`src/rtl/cpu_pkg.sv`:
```
// Shared CPU types: M_MUX select encoding, the M_MUX controller states and
// requester indices, plus the modulo-3 successor used by the round-robin logic.
package cpu_pkg;

   typedef enum logic [1:0] {
      SEL_INSTR = 2'd0,
      SEL_MMR   = 2'd1,
      SEL_STACK = 2'd2,
      SEL_ZERO  = 2'd3
   } mux_sel_e;

   typedef enum logic [1:0] {
      IDLE = 2'd0,
      WAIT = 2'd1,
      LOAD = 2'd2
   } m_mux_ctrl_state_e;

   localparam logic [1:0] REQ_INSTR = 2'd0;
   localparam logic [1:0] REQ_MMR   = 2'd1;
   localparam logic [1:0] REQ_STACK = 2'd2;

   // Successor in the 0 -> 1 -> 2 -> 0 ring; the unused code 3 folds to 0.
   function automatic logic [1:0] rr_next(input logic [1:0] k);
      return (k >= 2'd2) ? 2'd0 : k + 2'd1;
   endfunction

endpackage

```
`src/rtl/m_mux_ctrl_arb.sv`:
```
// Three-way round-robin arbiter: searches ptr, ptr+1, ptr+2 (mod 3) and
// returns the first requester found as a one-hot grant plus its index.
module rr_arbiter3
   import cpu_pkg::*;
(
   input  logic [2:0] req,
   input  logic [1:0] ptr,
   output logic [2:0] gnt,
   output logic [1:0] idx
);

   logic [1:0] cand;
   logic       found;

   always_comb begin
      gnt   = 3'b000;
      idx   = REQ_INSTR;
      found = 1'b0;
      cand  = (ptr == 2'd3) ? REQ_INSTR : ptr;
      for (int i = 0; i < 3; i++) begin
         if (!found && req[cand]) begin
            found     = 1'b1;
            gnt[cand] = 1'b1;
            idx       = cand;
         end
         cand = rr_next(cand);
      end
   end

endmodule

```
`src/rtl/m_mux_ctrl.sv`:
```
// M_MUX sequencing controller: round-robin owner selection, per-source settle
// time on the select, then a one-cycle MDR load strobe and completion pulse.
module m_mux_ctrl
   import cpu_pkg::*;
#(
   parameter int WAIT_INSTR = 1,
   parameter int WAIT_MMR   = 2,
   parameter int WAIT_STACK = 0
) (
   input  logic       clk,
   input  logic       rst,
   input  logic [2:0] req,
   output logic [2:0] grant,
   output logic [2:0] done,
   output logic [1:0] sel,
   output logic       mdr_load,
   output logic       busy,
   output logic [1:0] dbg_state
);

   if (WAIT_INSTR < 0 || WAIT_INSTR > 15 || WAIT_MMR < 0 || WAIT_MMR > 15 ||
       WAIT_STACK < 0 || WAIT_STACK > 15) begin : g_param_err
      $error("m_mux_ctrl: WAIT_* parameters must be within 0..15");
   end

   localparam logic [3:0] W_INSTR = 4'(WAIT_INSTR);
   localparam logic [3:0] W_MMR   = 4'(WAIT_MMR);
   localparam logic [3:0] W_STACK = 4'(WAIT_STACK);

   function automatic logic [3:0] wait_of(input logic [1:0] k);
      case (k)
         REQ_INSTR: return W_INSTR;
         REQ_MMR:   return W_MMR;
         REQ_STACK: return W_STACK;
         default:   return 4'd0;
      endcase
   endfunction

   m_mux_ctrl_state_e state, state_n;
   logic [3:0]        cnt, cnt_n;
   logic [2:0]        grant_n;
   logic [1:0]        sel_n;
   logic [1:0]        owner, owner_n;
   logic [1:0]        rr_ptr, rr_ptr_n;
   logic [2:0]        arb_gnt;
   logic [1:0]        arb_idx;

   rr_arbiter3 u_arb (
      .req (req),
      .ptr (rr_ptr),
      .gnt (arb_gnt),
      .idx (arb_idx)
   );

   always_ff @(posedge clk) begin
      if (rst) begin
         state  <= IDLE;
         cnt    <= 4'd0;
         grant  <= 3'b000;
         sel    <= SEL_ZERO;
         owner  <= REQ_INSTR;
         rr_ptr <= REQ_INSTR;
      end else begin
         state  <= state_n;
         cnt    <= cnt_n;
         grant  <= grant_n;
         sel    <= sel_n;
         owner  <= owner_n;
         rr_ptr <= rr_ptr_n;
      end
   end

   always_comb begin
      state_n  = state;
      cnt_n    = cnt;
      grant_n  = grant;
      sel_n    = sel;
      owner_n  = owner;
      rr_ptr_n = rr_ptr;
      case (state)
         IDLE: begin
            if (|req) begin
               grant_n = arb_gnt;
               sel_n   = arb_idx;
               owner_n = arb_idx;
               cnt_n   = wait_of(arb_idx);
               state_n = (wait_of(arb_idx) == 4'd0) ? LOAD : WAIT;
            end
         end
         WAIT: begin
            // Count of 1 is the last settle cycle; 0 cannot occur here but is
            // treated the same so the FSM can never stall.
            if (cnt <= 4'd1) state_n = LOAD;
            if (cnt != 4'd0) cnt_n = cnt - 4'd1;
         end
         LOAD: begin
            state_n  = IDLE;
            cnt_n    = 4'd0;
            grant_n  = 3'b000;
            sel_n    = SEL_ZERO;
            rr_ptr_n = rr_next(owner);
         end
         default: begin
            state_n = IDLE;
            grant_n = 3'b000;
            sel_n   = SEL_ZERO;
         end
      endcase
   end

   assign mdr_load  = (state == LOAD);
   assign done      = mdr_load ? grant : 3'b000;
   assign busy      = (state != IDLE);
   assign dbg_state = state;

   a_grant_onehot0 : assert property (@(posedge clk) disable iff (rst) $onehot0(grant));
   a_done_load     : assert property (@(posedge clk) disable iff (rst) (|done) |-> mdr_load);
   a_sel_zero      : assert property (@(posedge clk) disable iff (rst)
                                      ((sel == SEL_ZERO) == (grant == 3'b000)));

endmodule

```
`config.mk`:
```
export PLATFORM = sky130hd
export DESIGN_NAME = m_mux_ctrl
export DESIGN_NICKNAME = d
export VERILOG_FILES = /design/src/rtl/cpu_pkg.sv /design/src/rtl/m_mux_ctrl_arb.sv /design/src/rtl/m_mux_ctrl.sv
export SDC_FILE = /design/constraint.sdc
export NUM_CORES = 1
export LEC_CHECK = 0
export CAP_MARGIN = 20
export CORE_MARGIN = 5
export CORE_UTILIZATION = 40
export DETAILED_ROUTE_END_ITERATION = 10
export HOLD_SLACK_MARGIN = 0.02
export PLACE_DENSITY = 0.76
export SLEW_MARGIN = 20
export SYNTH_ARGS = -nofsm -noshare
export SYNTH_HDL_FRONTEND = slang
export SYNTH_SLANG_ARGS = --single-unit
```
`constraint.sdc`:
```
create_clock -name clk -period 1.8 [get_ports clk]
set_input_delay 0.36 -clock clk [delete_from_list [all_inputs] [get_ports clk]]
set_output_delay 0.36 -clock clk [all_outputs]
set_load 0.05 [all_outputs]
```
==> flow_results.org <==
** Timing
- At the pin with the least slew margin, the transition time is 550 ps.
- Rel. slew slack :: 63.1%
- Unrepaired setup endpoints after global routing :: true
- Final WS setup :: -43.1 ps
- For the finished layout, the period the worst path requires is 1840 ps.
- The final-report max-slew violation count came to 0.
- Worst clock skew :: 1.29 ps
- Derived from the worst setup path, the maximum achievable clock frequency is 543 MHz.
- Adding up every negative setup slack in the final design gives -43.1 ps.
- The number of failing hold endpoints at the final stage was 0.
- Final setup violation count :: 1
- Final clock period utilization by the worst path :: 102%

** Placement
- The count of buffers added on input and output ports is 16.
- Placed wire-length estimate :: 2.38 mm
- Routability-driven placement finished with a final weighted congestion of 0.833.
- Including well taps, the total number of placed cells is 192.

** Floorplan
- The floorplan has 19 rows.
- The floorplan step set the die height to 62.6 um.
- For this configuration, the core starts out at a cell density of 40.8%.
- The die covers 3920 sq um.
- Die width :: 62.6 um
- During I/O placement, the number of pins put on the boundary was 17.
- Core region area :: 2710 sq um

** Clock tree
- TritonCTS built the clock tree.
- Clk sink count :: 15
- Maximum clock path buffer count :: 2
- The tree is rooted in a sky130_fd_sc_hd__clkbuf_4.
- Number of H-tree levels :: 1
- Clock tree synthesis inserted a total of 3 buffers.
- The number of hold buffers added after CTS was 0.
- After clock tree synthesis, the clock-pin slew on the worst setup and hold paths is 100 ps.
- Skew-Pair Late Insertion Delay :: 300 ps

** Yosys
- By area the synthesized netlist is led by sky130_fd_sc_hd__dfxtp_1 (27%), sky130_fd_sc_hd__ha_1 (12%), sky130_fd_sc_hd__a21oi_1 (4.5%).
- A synthesized cell averages 8.44 sq um.
- Async set or reset register ratio after synthesis :: 0%
- Post-synthesis share of cell area spent on and, or, nand and nor gates :: 25.8%
- Register area share after synthesis :: 27.1%
- Synthesis produced 131 cells.
- Compound-cell area share of the yosys netlist :: 22.9%
- Number of distinct standard cells referenced by the synthesized netlist :: 42
- Syn_nets :: 147
- Post-synth top area cell :: sky130_fd_sc_hd__dfxtp_1
- The synthesized design devotes to its leading area cell type 27.1% of total area.
- Synthesis-stage register bit count :: 15
- Among all flip-flop cells after synthesis, the most frequent one is sky130_fd_sc_hd__dfxtp_1.
- Adder-cell area share of the yosys netlist :: 12.4%
- Summing every instance area after synthesis gives 1110 sq um.
- Multiplexer cells account for 5.66% of the synthesized area.
- Post-synth EDFFs :: 0
- Main combinational cell family by area after synthesis :: simple AND/OR/NAND/NOR gates
- The synthesized netlist devotes 0% of its cell area to XOR and XNOR gates.
- Synth warnings :: 0

** GRT
- Antenna violations before repair :: 0
- The first global-routing pass estimated 5.01 mm of wire.
- Largest net degree at the start of global routing :: 15
- For this run, the total global-route usage over all layers was measured as 15.7%.
- Vias in the first global route :: 1147
- After global routing the overflow that remains totals 0.

** Setup path
- STA classifies the critical path endpoint as a flop.
- Worst reg2reg startpoint :: rr_ptr[1]
- Measured in cells, the most critical reg-to-reg path has a length of 6.
- STA classifies the critical path startpoint as an input port.
- Critical-path maximum fanout :: 7
- The endpoint identified for the worst register-to-register timing path is cnt[1].
- R2R setup slack :: -40 ps
- For the worst setup path, the data arrival time is 2040 ps.
- The critical path in this run is classified as input port to flop.
- For the worst setup path, the data required time is 2000 ps.

** Final layout
- Fin cells :: 198
- Total Nets Final :: 184
- Proportion of layout cells with a drive suffix above 1 :: 39.5%
- Post-synthesis to final-layout area growth :: 44.8%
- The number of antenna diodes in the final layout is 0.

** Worst hold path
- The worst hold path was traced through 2 stages.
- The worst hold path terminates at cnt[3].
- Class of the worst hold path :: flop to flop
- The worst hold path begins at cnt[3].

** Pwr
- The clock network is responsible for 9.7% of the overall power.
- The analysis attributes to net switching a power of 1030 uW.
- Across the VDD grid, the largest voltage drop is 1.06 mV.
- Internal power comes to 1160 uW.
- Net switching is 47.0% of the power.
- In this run the power density over the cells is 1360 nW/um^2.
- In this run the static leakage power is 0.000641 uW.
- Portion of total power attributed to combinational logic :: 66.8%
- Sequential cells account for 23.5% of the total power.

** Detailed routing
- Total wire length :: 3.06 mm
- The final route contains 1133 vias.
- Dividing the detail-routed via count by the number of cells gives 5.72.
- DRC violation total after the first TritonRoute iteration :: 45
- The count of nets left with antenna violations once routing finished came out at 0.
- Dividing the detail-routed wire length by the instance count gives 15.4 um.
- Number of optimization iterations in the first detailed-route pass :: 4
- DRC violations left :: 0

** Flow run
- Max-cap violations in this run came to 0.

** Status
- The final reports fail on setup timing.
- The flow ran to the end, but the final reports show violations.
==> per-layer routing <==
metal / up-vias / share of wire [%] / track usage [%]
met2: 27 / 53 / 28.1
met5: - / 0 / 0
met3: 9 / 4.7 / 5.40
li1: 546 / - / -
met1: 551 / 40 / 17.0
met4: 0 / 1.9 / 5.04
==> critical path: stages <==
cell and delay, ps:
sky130_fd_sc_hd__clkdlybuf4s50_1 650, sky130_fd_sc_hd__mux2i_1 190, sky130_fd_sc_hd__mux2_2 320, sky130_fd_sc_hd__o22ai_4 170, sky130_fd_sc_hd__and3b_1 200, sky130_fd_sc_hd__o22a_1 160
==> state kept, by name, summed over array words and instances (netlist names) <==
name	flops
sel	2
grant	3
owner	2
cnt	4
dbg_state	2
rr_ptr	2
==> cell families (layout without fill, tap and decap cells) <==
| group | Yosys count | in the layout |
|---|---|---|
| fa+ha+maj | 11 | 11 |
| buf+inv | 13 | 49 |
| flops | 15 | 15 |
| mux | 6 | 6 |
| simple gates | 52 | 52 |
| compound gates | 34 | 34 |
==> power groups by stage <==
| stage | sequential [uW] | clock, uW | combinational [uW] |
|---|---|---|---|
| after floorplan | 671 | 0 | 749 |
| after global placement | 508 | 0 | 1320 |
| after detailed placement | 515 | 0 | 1360 |
| after CTS | 509 | 217 | 1390 |
| after global routing | 524 | 236 | 1570 |
| final | 512 | 212 | 1460 |
==> worst max path at each step <==
stage	to	start	slack [ps]
after detailed placement	cnt[1]	req[0]	-280
after global placement	cnt[1]	req[0]	-210
after global routing	cnt[1]	req[0]	-90
final	cnt[1]	req[0]	-40
after CTS	cnt[1]	rr_ptr[1]	-10
after floorplan	cnt[1]	rr_ptr[0]	10
==> per-stage QoR <==
step	util [%]	hold slack (ps)	setup WS [ps]	total power, uW	instance area (sq um)
after floorplan	-	445	11.1	1420	1150
after global placement	55.4	457	-215	1820	1500
after detailed placement	55.4	479	-280	1870	1500
after CTS	57.8	493	-12.2	2120	1570
after global routing	59.1	516	-88.9	2330	1600
final	59.1	491	-43.1	2180	1600
==> timing repair <==
action	in CTS	in global routing
setup buffers	2	1
pin swaps	3	3
endpoints found under the setup margin	8	12
resized for setup	6	7
==> placed cells by master (no fill, tap or decap), types with 2 or more instances in the layout <==
master                            count
sky130_fd_sc_hd__buf_4               27
sky130_fd_sc_hd__nor2_1              13
sky130_fd_sc_hd__dfxtp_1             11
sky130_fd_sc_hd__nand2_1              9
sky130_fd_sc_hd__a21oi_1              8
sky130_fd_sc_hd__inv_1                6
sky130_fd_sc_hd__buf_12               6
sky130_fd_sc_hd__ha_1                 5
sky130_fd_sc_hd__nand2b_1             4
sky130_fd_sc_hd__o21ai_0              4
sky130_fd_sc_hd__nor3_1               4
sky130_fd_sc_hd__clkdlybuf4s50_1      4
sky130_fd_sc_hd__and2_2               3
sky130_fd_sc_hd__o31ai_1              3
sky130_fd_sc_hd__mux2i_1              3
sky130_fd_sc_hd__ha_2                 3
sky130_fd_sc_hd__ha_4                 3
sky130_fd_sc_hd__clkbuf_4             3
sky130_fd_sc_hd__dfxtp_4              3
sky130_fd_sc_hd__inv_2                2
sky130_fd_sc_hd__nand3_1              2
sky130_fd_sc_hd__nand4_1              2
sky130_fd_sc_hd__nor2b_1              2
sky130_fd_sc_hd__mux2_2               2
sky130_fd_sc_hd__nor3b_1              2
sky130_fd_sc_hd__or2_2                2
sky130_fd_sc_hd__a21oi_2              2
sky130_fd_sc_hd__o22a_1               2
sky130_fd_sc_hd__nand3b_1             2
sky130_fd_sc_hd__a22o_1               2
==> layout make-up <==
class | instances | area, sq um
fillers | 247 | 1110
multi-input cells | 103 | 828
repair buffers | 37 | 363
flip-flops and latches | 15 | 313
well taps | 31 | 38.8
inverters | 8 | 30.0
clock buffers | 3 | 22.5
clock inverters | 1 | 6.26
==> synth_stat cells, types with 3 or more instances <==
master	count
sky130_fd_sc_hd__ha_1	11
sky130_fd_sc_hd__o21ai_0	5
sky130_fd_sc_hd__nand2_1	9
sky130_fd_sc_hd__and2_1	4
sky130_fd_sc_hd__nor3_1	4
sky130_fd_sc_hd__inv_1	8
sky130_fd_sc_hd__nor2_1	13
sky130_fd_sc_hd__o31ai_1	3
sky130_fd_sc_hd__mux2i_1	4
sky130_fd_sc_hd__nand2b_1	4
sky130_fd_sc_hd__a21oi_1	10
sky130_fd_sc_hd__dfxtp_1	15
(Power assumes the default switching activity.)
